==> src/rtl/io_tile_cfg_chain.sv <==
// rtl/io_tile_cfg_chain.sv - counted config chain segment with shadow commit, readback and pad isolation
module io_tile_cfg_chain #(
  parameter int NUM_IO      = 4,
  parameter int BITS_PER_IO = 2,
  parameter int ROUTE_BITS  = 24,
  localparam int LEN        = NUM_IO * BITS_PER_IO + ROUTE_BITS,
  localparam int CW         = $clog2(LEN + 2)
) (
  input  logic              prog_clk,
  input  logic              prog_reset,
  input  logic              ccff_head,
  input  logic              ccff_shift_en,
  input  logic              ccff_commit,
  input  logic              ccff_capture,
  input  logic              isol_n,
  output logic              ccff_tail,
  output logic [LEN-1:0]    cfg_bits,
  output logic              cfg_valid,
  output logic              cfg_error,
  output logic [CW-1:0]     bit_count,
  output logic [NUM_IO-1:0] gfpga_pad_io_soc_dir
);

  typedef enum logic [1:0] {EMPTY, LOADING, FULL, OVERRUN} state_t;

  logic [LEN-1:0] sr_q, sr_d;
  logic [LEN-1:0] cfg_bits_q, cfg_bits_d;
  logic           cfg_valid_q, cfg_valid_d;
  logic           cfg_error_q, cfg_error_d;
  logic [CW-1:0]  bit_count_q, bit_count_d;
  state_t         state;

  always_ff @(posedge prog_clk or posedge prog_reset) begin
    if (prog_reset) begin
      sr_q        <= '0;
      cfg_bits_q  <= '0;
      cfg_valid_q <= 1'b0;
      cfg_error_q <= 1'b0;
      bit_count_q <= '0;
    end else begin
      sr_q        <= sr_d;
      cfg_bits_q  <= cfg_bits_d;
      cfg_valid_q <= cfg_valid_d;
      cfg_error_q <= cfg_error_d;
      bit_count_q <= bit_count_d;
    end
  end

  // The load state is fully determined by the bit counter; no separate state register.
  always_comb begin
    state = LOADING;
    if (bit_count_q == '0)                  state = EMPTY;
    else if (bit_count_q == CW'(LEN))       state = FULL;
    else if (bit_count_q == CW'(LEN + 1))   state = OVERRUN;
  end

  always_comb begin
    sr_d        = sr_q;
    cfg_bits_d  = cfg_bits_q;
    cfg_valid_d = cfg_valid_q;
    cfg_error_d = cfg_error_q;
    bit_count_d = bit_count_q;

    if (ccff_commit && ccff_capture) begin
      cfg_error_d = 1'b1;
    end else if (ccff_commit) begin
      if (state == FULL) begin
        cfg_bits_d  = sr_q;
        cfg_valid_d = 1'b1;
        cfg_error_d = 1'b0;
        bit_count_d = '0;
      end else begin
        cfg_error_d = 1'b1;
      end
    end else if (ccff_capture) begin
      sr_d        = cfg_bits_q;
      bit_count_d = '0;
    end else if (ccff_shift_en) begin
      sr_d = {sr_q[LEN-2:0], ccff_head};
      if (state != OVERRUN) bit_count_d = bit_count_q + CW'(1);
    end
  end

  // Isolation or an unprogrammed shadow parks every pad as an input.
  always_comb begin
    gfpga_pad_io_soc_dir = '1;
    for (int k = 0; k < NUM_IO; k++) begin
      if (isol_n && cfg_valid_q) gfpga_pad_io_soc_dir[k] = cfg_bits_q[k*BITS_PER_IO];
    end
  end

  assign ccff_tail = sr_q[LEN-1];
  assign cfg_bits  = cfg_bits_q;
  assign cfg_valid = cfg_valid_q;
  assign cfg_error = cfg_error_q;
  assign bit_count = bit_count_q;

endmodule

==> config.mk <==
export PLATFORM = sky130hd
export DESIGN_NAME = io_tile_cfg_chain
export DESIGN_NICKNAME = d
export VERILOG_FILES = /design/src/rtl/io_tile_cfg_chain.sv
export SDC_FILE = /design/constraint.sdc
export NUM_CORES = 1
export LEC_CHECK = 0
export ABC_CLOCK_PERIOD_IN_PS = 2500
export CAP_MARGIN = 40
export CELL_PAD_IN_SITES_DETAIL_PLACEMENT = 1
export CELL_PAD_IN_SITES_GLOBAL_PLACEMENT = 2
export CORE_ASPECT_RATIO = 1.4
export CORE_MARGIN = 2
export CORE_UTILIZATION = 41
export DETAILED_ROUTE_END_ITERATION = 16
export DONT_BUFFER_PORTS = 1
export HOLD_SLACK_MARGIN = 0.03
export MAX_ROUTING_LAYER = met4
export PLACE_DENSITY_LB_ADDON = 0.05
export SLEW_MARGIN = 25
export SYNTH_ARGS = -nofsm -noshare
export SYNTH_HDL_FRONTEND = slang
export SYNTH_SLANG_ARGS = --single-unit
==> constraint.sdc <==
create_clock -name prog_clk -period 2.5 [get_ports prog_clk]
set_clock_uncertainty 0.05 [all_clocks]
set_input_delay 0.5 -clock prog_clk [delete_from_list [all_inputs] [get_ports prog_clk]]
set_output_delay 0.5 -clock prog_clk [all_outputs]
set_load 0.02 [all_outputs]
==> flow_metrics.tcl, run 1 <==
set metrics [dict create \
    hp-class "in2async" \
    required_ns 1.95 \
    drv_cap 0 \
    powerDensity_nw_per_um2 666.6 \
    crit_family "simple AND/OR/NAND/NOR gates" \
    finish.instance_area_sq_um 3460 \
    cts_hold_buffers 0 \
    antenna_found_initial 0 \
    final_util 0.4671 \
    synth.ff_latch_count 72 \
    worst_slew_pin_slew_ns 0.5553 \
    grt_max_degree 47 \
    worstPathCellList "nand2_1 > or2_2" \
    startpoint "cfg_valid" \
    cts_num_sinks 72 \
    grt_pass1_vias 2128 \
    rsz0062_at_grt "false" \
    dpl_cell_area_sq_um 3262 \
    wl_per_cell_um 17.52 \
    port_buffers 0 \
    clk_latency_ns 0.35 \
    dp_hpwl_mm 4.226 \
    p_leak_nw 1.662 \
    timing.rr.start "bit_count[2]" \
    crit_path_start_kind "flop" \
    path_class "reg2out" \
    grt_pass1_wl_mm 10.92 \
    design.die.area_sq_um 8446 \
    grt.overflow.total 0 \
    outcome "finished, final reports clean" \
    viasPerCell 5.372 \
    relSlewSlack 0.6293 \
    rows 37 \
    min_period_over_period 0.7492 \
    tns_ns 0 \
    worst_r2r_endpoint "bit_count[4]" \
    yosys_warnings 0 \
    area_growth_pct 9.332 \
    io_pins 52 \
    start_util 0.4272 \
    period_minus_slack_ns 1.873 \
    n_antenna_cell 0 \
    stdcell_count 366 \
    vias 1966 \
    firstDrtPassIters 4 \
    crit_arrival_ns 1.32 \
    place_congestion 0.7363 \
    setup_viol 0 \
    clock.fmax_ghz 0.5339 \
    ir_drop_uv 323.3 \
    final_common_cell "dfrtp_1" \
    final_antenna_net_count 0 \
    reg2regPathDepth 5 \
    drt_iter0_markers 54 \
    cts_tree "built" \
    slowest_delay_ns 0.47 \
    netlist_instances 262 \
    synth_cell_type_count 27 \
    root_buffer "clkbuf_8" \
    grt_util_all_layers 0.1743 \
    final_max_slew_viol_count 0 \
    totalWireLength_mm 6.411 \
    hold_viol 0 \
    cts.path.max_buffers 2 \
    htree_levels 3 \
    cts-resized-gates 0 \
    reg2reg_slack_ns 0.65 \
    worst-path-buf-inv 0 \
    nFillCells 799 \
    die_y_um 107.9 \
    worstSetupEndpointType "output port" \
    post-route-drc-count 0 \
    synth.avg_cell_area_sq_um 12.08 \
    dp.cells 350 \
    numCtsBuffers 9 \
    syn_area_sq_um 3164 \
    die_w_um 78.25 \
    post_cts_buffers 0 \
    post_route_cells_drive_above_1_share 0.2379 \
    cts.clk_slew.worst_paths_ns 0.08 \
    core_area_sq_um 7407 \
    cp_slowest_cell "dfrtp_1" \
    crit_fanout 4 \
    ys_seq_area_frac 0.5694 \
    final_cell_mix "dfrtp_1, o21ai_0, nand2_1, mux2i_1, mux2_2" \
    final_nets 274 \
    synth_nets 272 \
]
flip-flops by register name, summed over array words and instances, names as in the netlist:
register,flops
sr_q,32
cfg_error,1
bit_count,6
cfg_bits,32
cfg_valid,1
worst register-to-register path, stage by stage (launching register included):
cell     delay, ns
dfrtp_1       0.52
nor3b_2       0.30
nand4_1       0.14
buf_4         0.24
and2_4        0.20
o41ai_2       0.30
final cells by class:
class	count	area (sq um)	share of cell area
clock buffers	10	127.6	0.03689
clock inverters	6	70.07	0.02025
inverters	4	15.01	0.004340
multi-input cells	171	1266	0.3660
flip-flops and latches	72	1802	0.5208
well taps	97	121.4	0.03508
repair buffers	6	57.56	0.01664
per-layer routing:
metal | vias to the layer above | routed length [um] | GRT usage | share of wire
met3 | 11 | 334 | 0.05259 | 0.052
met2 | 36 | 3150 | 0.2642 | 0.49
met5 | - | 0 | - | 0
met1 | 1006 | 2775 | 0.2132 | 0.43
li1 | 913 | - | - | -
met4 | 0 | 149 | 0.08521 | 0.023
kinds of logic (layout without fill, tap and decap cells):
kind of cell | after synthesis | in the layout | synth area share
DFF | 72 | 72 | 0.5694
muxes | 64 | 64 | 0.2151
and+or+nand+nor | 62 | 62 | 0.09214
AOI/OAI and AO/OA | 42 | 42 | 0.07869
buffers and inverters | 19 | 26 | 0.03282
adders and majority gates | 3 | 3 | 0.01186
worst max path at each step:
stage                               to  slack, ns  depth (start not counted)
6_report       gfpga_pad_io_soc_dir[0]       0.63                          2
5_1_grt                   bit_count[4]       0.49                          5
4_1_cts        gfpga_pad_io_soc_dir[0]       0.59                          2
3_3_place_gp              cfg_bits[11]       0.65                          5
2_1_floorplan             bit_count[0]       0.13                          1
3_5_place_dp              cfg_bits[15]       0.65                          5
per-stage QoR:
| stage | setup slack, ns | power (mW) | hold slack (ns) |
|---|---|---|---|
| after floorplan | 0.1251 | 1.390 | 0.4168 |
| after global placement | 0.6528 | 1.414 | 0.4219 |
| after detailed placement | 0.6518 | 1.415 | 0.4217 |
| after CTS | 0.5902 | 2.341 | 0.03466 |
| after global routing | 0.4937 | 2.415 | 0.03256 |
| final | 0.6269 | 2.306 | 0.02013 |
cell usage after synthesis (all sizes together):
master  count  area, sq um
o21bai      1        11.26
or2         5        31.28
inv         4        15.01
buf         9        66.31
o211ai      1        7.510
nor2        3        11.26
nand3       9        45.04
or4         1        7.510
and2        2        15.02
o41ai       1        16.27
and3        1        6.260
nand2b      3        18.77
mux2i      32        320.3
a41o        1        21.27
o21ai      37        185.2
dfrtp      72         1802
nor3b       1        12.51
clkbuf      6        22.52
o21a        1        7.510
ha          3        37.54
or3         1        6.260
nand2      35        131.4
nand4       1        6.260
mux2       32        360.4
report_power, final:
group          switching, mW  leakage (nW)  total (mW)  internal [mW]
sequential            0.0490         0.995        1.24           1.19
combinational         0.0933         0.578       0.149         0.0553
clock                  0.455        0.0887       0.919          0.464
total                  0.598          1.66        2.31           1.71
Note: power is estimated with default switching activity, not from simulation.
==> run 2, diff against run 1 <==
--- a/config.mk
+++ b/config.mk
@@ -5,13 +5,13 @@
 export SDC_FILE = /design/constraint.sdc
 export NUM_CORES = 1
 export LEC_CHECK = 0
-export ABC_CLOCK_PERIOD_IN_PS = 2500
+export ABC_CLOCK_PERIOD_IN_PS = 1500
 export CAP_MARGIN = 40
 export CELL_PAD_IN_SITES_DETAIL_PLACEMENT = 1
 export CELL_PAD_IN_SITES_GLOBAL_PLACEMENT = 2
 export CORE_ASPECT_RATIO = 1.4
 export CORE_MARGIN = 2
-export CORE_UTILIZATION = 41
+export CORE_UTILIZATION = 37
 export DETAILED_ROUTE_END_ITERATION = 16
 export DONT_BUFFER_PORTS = 1
 export HOLD_SLACK_MARGIN = 0.03
==> constraint.sdc (replaced) <==
create_clock -name prog_clk -period 1.5 [get_ports prog_clk]
set_clock_uncertainty 0.05 [all_clocks]
set_input_delay 0.3 -clock prog_clk [delete_from_list [all_inputs] [get_ports prog_clk]]
set_output_delay 0.3 -clock prog_clk [all_outputs]
set_load 0.02 [all_outputs]
==> run 2 against run 1 <==
Against the previous run:
- the flow now finishes with violations (negative setup slack)
- worst hold slack better by 0.044 ns
- core utilization down 0.097 points
- clock power up 110%
- final cell count up 7.9%
- first-iteration DRC count down 61%
- count of clock-buffer cells in the layout up 4
- critical path type is now reg2reg
- highest routed layer unchanged
==> flow_metrics.tcl, run 2 (synthesis gave the netlist of run 1 again) <==
set metrics [dict create \
    cts.clk_slew.worst_paths_ns 0.05 \
    hp-class "in2reg" \
    ir_drop_uv 697.9 \
    setup_viol 29 \
    final_util 0.4661 \
    finalWorstSetupSlack_ns -0.02667 \
    cts.path.max_buffers 2 \
    drv_cap 0 \
    dp_hpwl_mm 4.635 \
    crit_fanout 10 \
    grt_pass1_vias 2278 \
    path_class "reg2reg" \
    cts_num_sinks 72 \
    final_nets 300 \
    post_cts_buffers 0 \
    final_antenna_net_count 0 \
    start_util 0.3837 \
    dp_slack_ns -0.02661 \
    worstSetupEndpointType "flop" \
    required_ns 1.65 \
    period_minus_slack_ns 1.527 \
    final_max_slew_viol_count 0 \
    p_leak_nw 1.867 \
    die_y_um 113.4 \
    cts_tree "built" \
    root_buffer "clkbuf_16" \
    vias 2041 \
    hold_slack_ns 0.06389 \
    powerDensity_nw_per_um2 1139 \
    grt.overflow.total 0 \
    post-route-drc-count 0 \
    design.die.area_sq_um 9318 \
    totalWireLength_mm 6.880 \
    place_congestion 0.6965 \
    dp.cells 380 \
    hold_viol 0 \
    final_common_cell "dfrtp_1" \
    nFillCells 879 \
    grt_max_degree 49 \
    worst_slew_pin_slew_ns 0.5151 \
    viasPerCell 5.167 \
    firstDrtPassIters 3 \
    rows 39 \
    seqCellArea_sq_um 1809 \
    core_area_sq_um 8247 \
    post_route_cells_drive_above_1_share 0.3276 \
    area_growth_pct 21.47 \
    multi_input_area_sq_um 1292 \
    n_antenna_cell 0 \
    min_period_over_period 1.018 \
    grt_pass1_wl_mm 11.42 \
    clock.fmax_ghz 0.6550 \
    crit_path_start_kind "flop" \
    die_w_um 82.16 \
    rsz0062_at_grt "true" \
    crit_arrival_ns 1.68 \
    port_buffers 0 \
    outcome "complete, but fails checks" \
    violations "negative setup slack" \
    final_cell_mix "dfrtp_1, nand2_1, mux2i_1, o21ai_0, mux2_2" \
    drt_iter0_markers 21 \
    io_pins 52 \
    wl_per_cell_um 17.42 \
    stdcell_count 395 \
    antenna_found_initial 0 \
    relSlewSlack 0.6559 \
    htree_levels 3 \
    numCtsBuffers 9 \
    tns_ns -0.4445 \
    grt_util_all_layers 0.1690 \
    clk_latency_ns 0.32 \
]
==> run 2: changes by cell type in the layout (fill, tap and decap cells not counted), moves of 4 or more <==
| cell | delta |
|---|---|
| or2_4 | +4 |
| o21ai_1 | +4 |
| clkbuf_8 | -6 |
| clkbuf_16 | +9 |
| or2_2 | -4 |
| buf_12 | +5 |
| buf_4 | +19 |
| dfrtp_2 | +6 |
| o21ai_0 | -5 |
| dfrtp_1 | -6 |
==> run 2: path summary, 6_finish.rpt <==
kind / start / cells past startpoint / slack [ns] / to
setup / recovery: bit_count[3] / 5 / -0.03 / cfg_bits[22]
hold / removal: ccff_commit / 1 / 0.06 / cfg_error
setup reg to reg: bit_count[3] / 5 / -0.03 / cfg_bits[22]
hold reg to reg: sr_q[26] / 2 / 0.46 / sr_q[26]
max in group asynchronous: prog_reset / 3 / 0.45 / cfg_bits[19]
min in group asynchronous: prog_reset / 2 / 0.44 / sr_q[4]
==> run 2: report_power, final <==
group	switching, mW	internal (mW)	leakage (nW)	total [mW]
sequential	0.0414	1.99	0.986	2.03
clock	0.720	1.24	0.135	1.96
combinational	0.223	0.166	0.746	0.389
total	0.985	3.39	1.87	4.38
==> run 2: cell type report <==
class                           count  area share
Sequential cell                    72      0.4707
Multi-Input combinational cell    171      0.3363
Timing Repair Buffer               32     0.08366
Clock buffer                       14     0.07129
Tap cell                          102     0.03320
Inverter                            4    0.004883
==> run 2: worst max-delay path, cell delays in order, from the launching register on <==
cell and delay (ns):
dfrtp_2 0.41, nor3b_2 0.21, nand4_1 0.14, buf_4 0.19, buf_12 0.14, mux2_2 0.26
==> run 2: repair_timing <==
action / in CTS / in global routing
endpoints found under the setup margin: 39 / 42
hold buffers: 1 / 0
gates resized for setup: 3 / 11
hold endpoints to repair: 18 / 0
pin swaps: 1 / 2
==> run 2: layer usage <==
| metal | track usage | routed length (um) | vias up |
|---|---|---|---|
| met5 | - | 0 | - |
| met4 | 0.07000 | 110 | 0 |
| met3 | 0.05934 | 435 | 8 |
| met2 | 0.2705 | 3499 | 35 |
| met1 | 0.1899 | 2834 | 1029 |
| li1 | - | - | 969 |
==> run 2: metrics by stage <==
| step | area [sq um] | power, mW |
|---|---|---|
| 2_1_floorplan | 3183 | 2.320 |
| 3_3_place_gp | 3531 | 2.427 |
| 3_5_place_dp | 3531 | 2.435 |
| 4_1_cts | 3816 | 4.435 |
| 5_1_grt | 3844 | 4.566 |
| 6_report | 3844 | 4.377 |
==> run 3, diff against run 2 <==
--- a/config.mk
+++ b/config.mk
@@ -17,6 +17,7 @@
 export HOLD_SLACK_MARGIN = 0.03
 export MAX_ROUTING_LAYER = met4
 export PLACE_DENSITY_LB_ADDON = 0.05
+export REMOVE_ABC_BUFFERS = 1
 export SLEW_MARGIN = 25
 export SYNTH_ARGS = -nofsm -noshare
 export SYNTH_HDL_FRONTEND = slang
==> run 3 against run 2 <==
Against the previous run:
- critical endpoint is now cfg_bits[9]
- die area is the same
- maximum frequency shrank 0.32%
- core utilization shrank 0.39 points
- combinational power shrank 7.2%
- total power grew 6.8%
- clock power grew 16%
- register-to-register slack is essentially flat
- the flow still finishes with violations (negative setup slack)
- critical path depth grew 1
- sequential cell count is the same
- final cell count shrank 1.3%
- highest routed layer unchanged
==> flow_metrics.tcl, run 3 (synthesis gave the netlist of run 1 again) <==
set metrics [dict create \
    outcome "complete, but fails checks" \
    violations "negative setup slack" \
    powerDensity_nw_per_um2 1226 \
    min_period_over_period 1.021 \
    wl_per_cell_um 17.74 \
    design.die.area_sq_um 9318 \
    final_nets 293 \
    port_buffers 0 \
    period_minus_slack_ns 1.532 \
    grt_pass1_vias 2267 \
    area_growth_pct 20.44 \
    grt_util_all_layers 0.1705 \
    worst_slew_pin_slew_ns 0.4043 \
    cts.clk_slew.worst_paths_ns 0.06 \
    nFillCells 866 \
    stdcell_count 390 \
    timing.rr.start "bit_count[0]" \
    grt.overflow.total 0 \
    required_ns 1.67 \
    numCtsBuffers 9 \
    met1_length_mm 2.869 \
    final_antenna_net_count 0 \
    drt_iter0_markers 62 \
    hold_viol 0 \
    crit_arrival_ns 1.70 \
    cts.path.max_buffers 2 \
    final_common_cell "dfrtp_1" \
    worstSetupEndpointType "flop" \
    grt_max_degree 73 \
    dp.cells 369 \
    totalWireLength_mm 6.917 \
    final_cell_mix "dfrtp_1, nand2_1, o21ai_0, mux2i_1, mux2_2" \
    tns_ns -0.4995 \
    clock.fmax_ghz 0.6529 \
    place_congestion 0.7553 \
    core_area_sq_um 8247 \
    post_route_cells_drive_above_1_share 0.2986 \
    root_buffer "clkbuf_16" \
    post-route-drc-count 0 \
    firstDrtPassIters 4 \
    grt_pass1_wl_mm 11.50 \
    hp-class "in2reg" \
    rows 39 \
    htree_levels 3 \
    start_util 0.3837 \
    crit_fanout 14 \
    path_class "reg2reg" \
    die_w_um 82.16 \
    relSlewSlack 0.7305 \
    viasPerCell 5.187 \
    ir_drop_uv 877.8 \
    finalWorstSetupSlack_ns -0.03161 \
    cts_tree "built" \
    antenna_found_initial 0 \
    p_leak_nw 1.858 \
    met3_length_um 374 \
    route.met2.wl_mm 3.549 \
    io_pins 52 \
    startpoint "bit_count[0]" \
    setup_viol 25 \
    n_antenna_cell 0 \
    vias 2023 \
    crit_path_start_kind "flop" \
    power_mw 4.674 \
    clk_latency_ns 0.33 \
    rsz0062_at_grt "true" \
    min_from "ccff_commit" \
    cts_num_sinks 72 \
    die_y_um 113.4 \
    final_max_slew_viol_count 0 \
    dp_hpwl_mm 4.279 \
    top_layer "met4" \
    drv_cap 0 \
]
[run 3: changes by cell type in the layout (fill, tap and decap cells not counted), moves of 3 or more]
| cell | change |
|---|---|
| dfrtp_2 | -5 |
| clkinv_2 | +3 |
| buf_12 | -4 |
| buf_4 | -6 |
| dfrtp_1 | +5 |
[run 3: path summary, 6_finish.rpt]
check	to	slack, ns	cells past startpoint
worst max-delay path	cfg_bits[9]	-0.03	6
worst min-delay path	cfg_error	0.05	1
worst max register to register	cfg_bits[9]	-0.03	6
worst min register to register	sr_q[14]	0.45	2
max in group asynchronous	cfg_bits[2]	0.61	3
min in group asynchronous	sr_q[16]	0.44	3
[run 3: through the flow]
step             util  setup WS, ns  instance area (sq um)  hold slack, ns
4_1_cts        0.4600      -0.04165                   3794         0.04302
5_1_grt        0.4621       -0.1112                   3811         0.04810
3_5_place_dp   0.4106      -0.08029                   3386          0.2577
2_1_floorplan       -        -1.304                   3075          0.3809
3_3_place_gp   0.4106      -0.04248                   3386          0.2608
6_report       0.4621      -0.03161                   3811         0.05277
[run 3: where the power goes]
part | total (mW) | internal (mW) | switching, mW
sequential | 2.03 | 1.99 | 0.0427
clock | 2.28 | 1.49 | 0.792
combinational | 0.361 | 0.151 | 0.210
[run 3: final cells by class]
cell class	instances	area, sq um	share of cell area
clock buffer	10	239.0	0.06271
clock inverter	6	82.58	0.02167
inverter	4	15.01	0.003940
multi-input combinational	171	1281	0.3362
sequential	72	1803	0.4731
tap	102	127.6	0.03349
timing repair buffer	25	262.8	0.06894
[run 3: critical path: stages (launching register included)]
cell,delay (ns)
dfrtp_1,0.36
inv_1,0.05
ha_2,0.18
nand4_1,0.10
buf_6,0.17
buf_16,0.16
mux2_2,0.33
[run 3: repair_timing]
| action | CTS | global route |
|---|---|---|
| buffers inserted | 1 | 1 |
| cloned | 2 | 0 |
| hold buffers | 1 | 0 |
| endpoints found under the setup margin | 37 | 40 |
| pin swaps | 2 | 0 |
| hold endpoints to repair | 72 | 0 |
| resized for setup | 7 | 8 |
[run 3: routing by layer]
metal	up-vias	GRT usage
li1	954	-
met1	1014	0.1919
met2	45	0.2791
met3	10	0.04826
met4	0	0.07333
met5	-	-
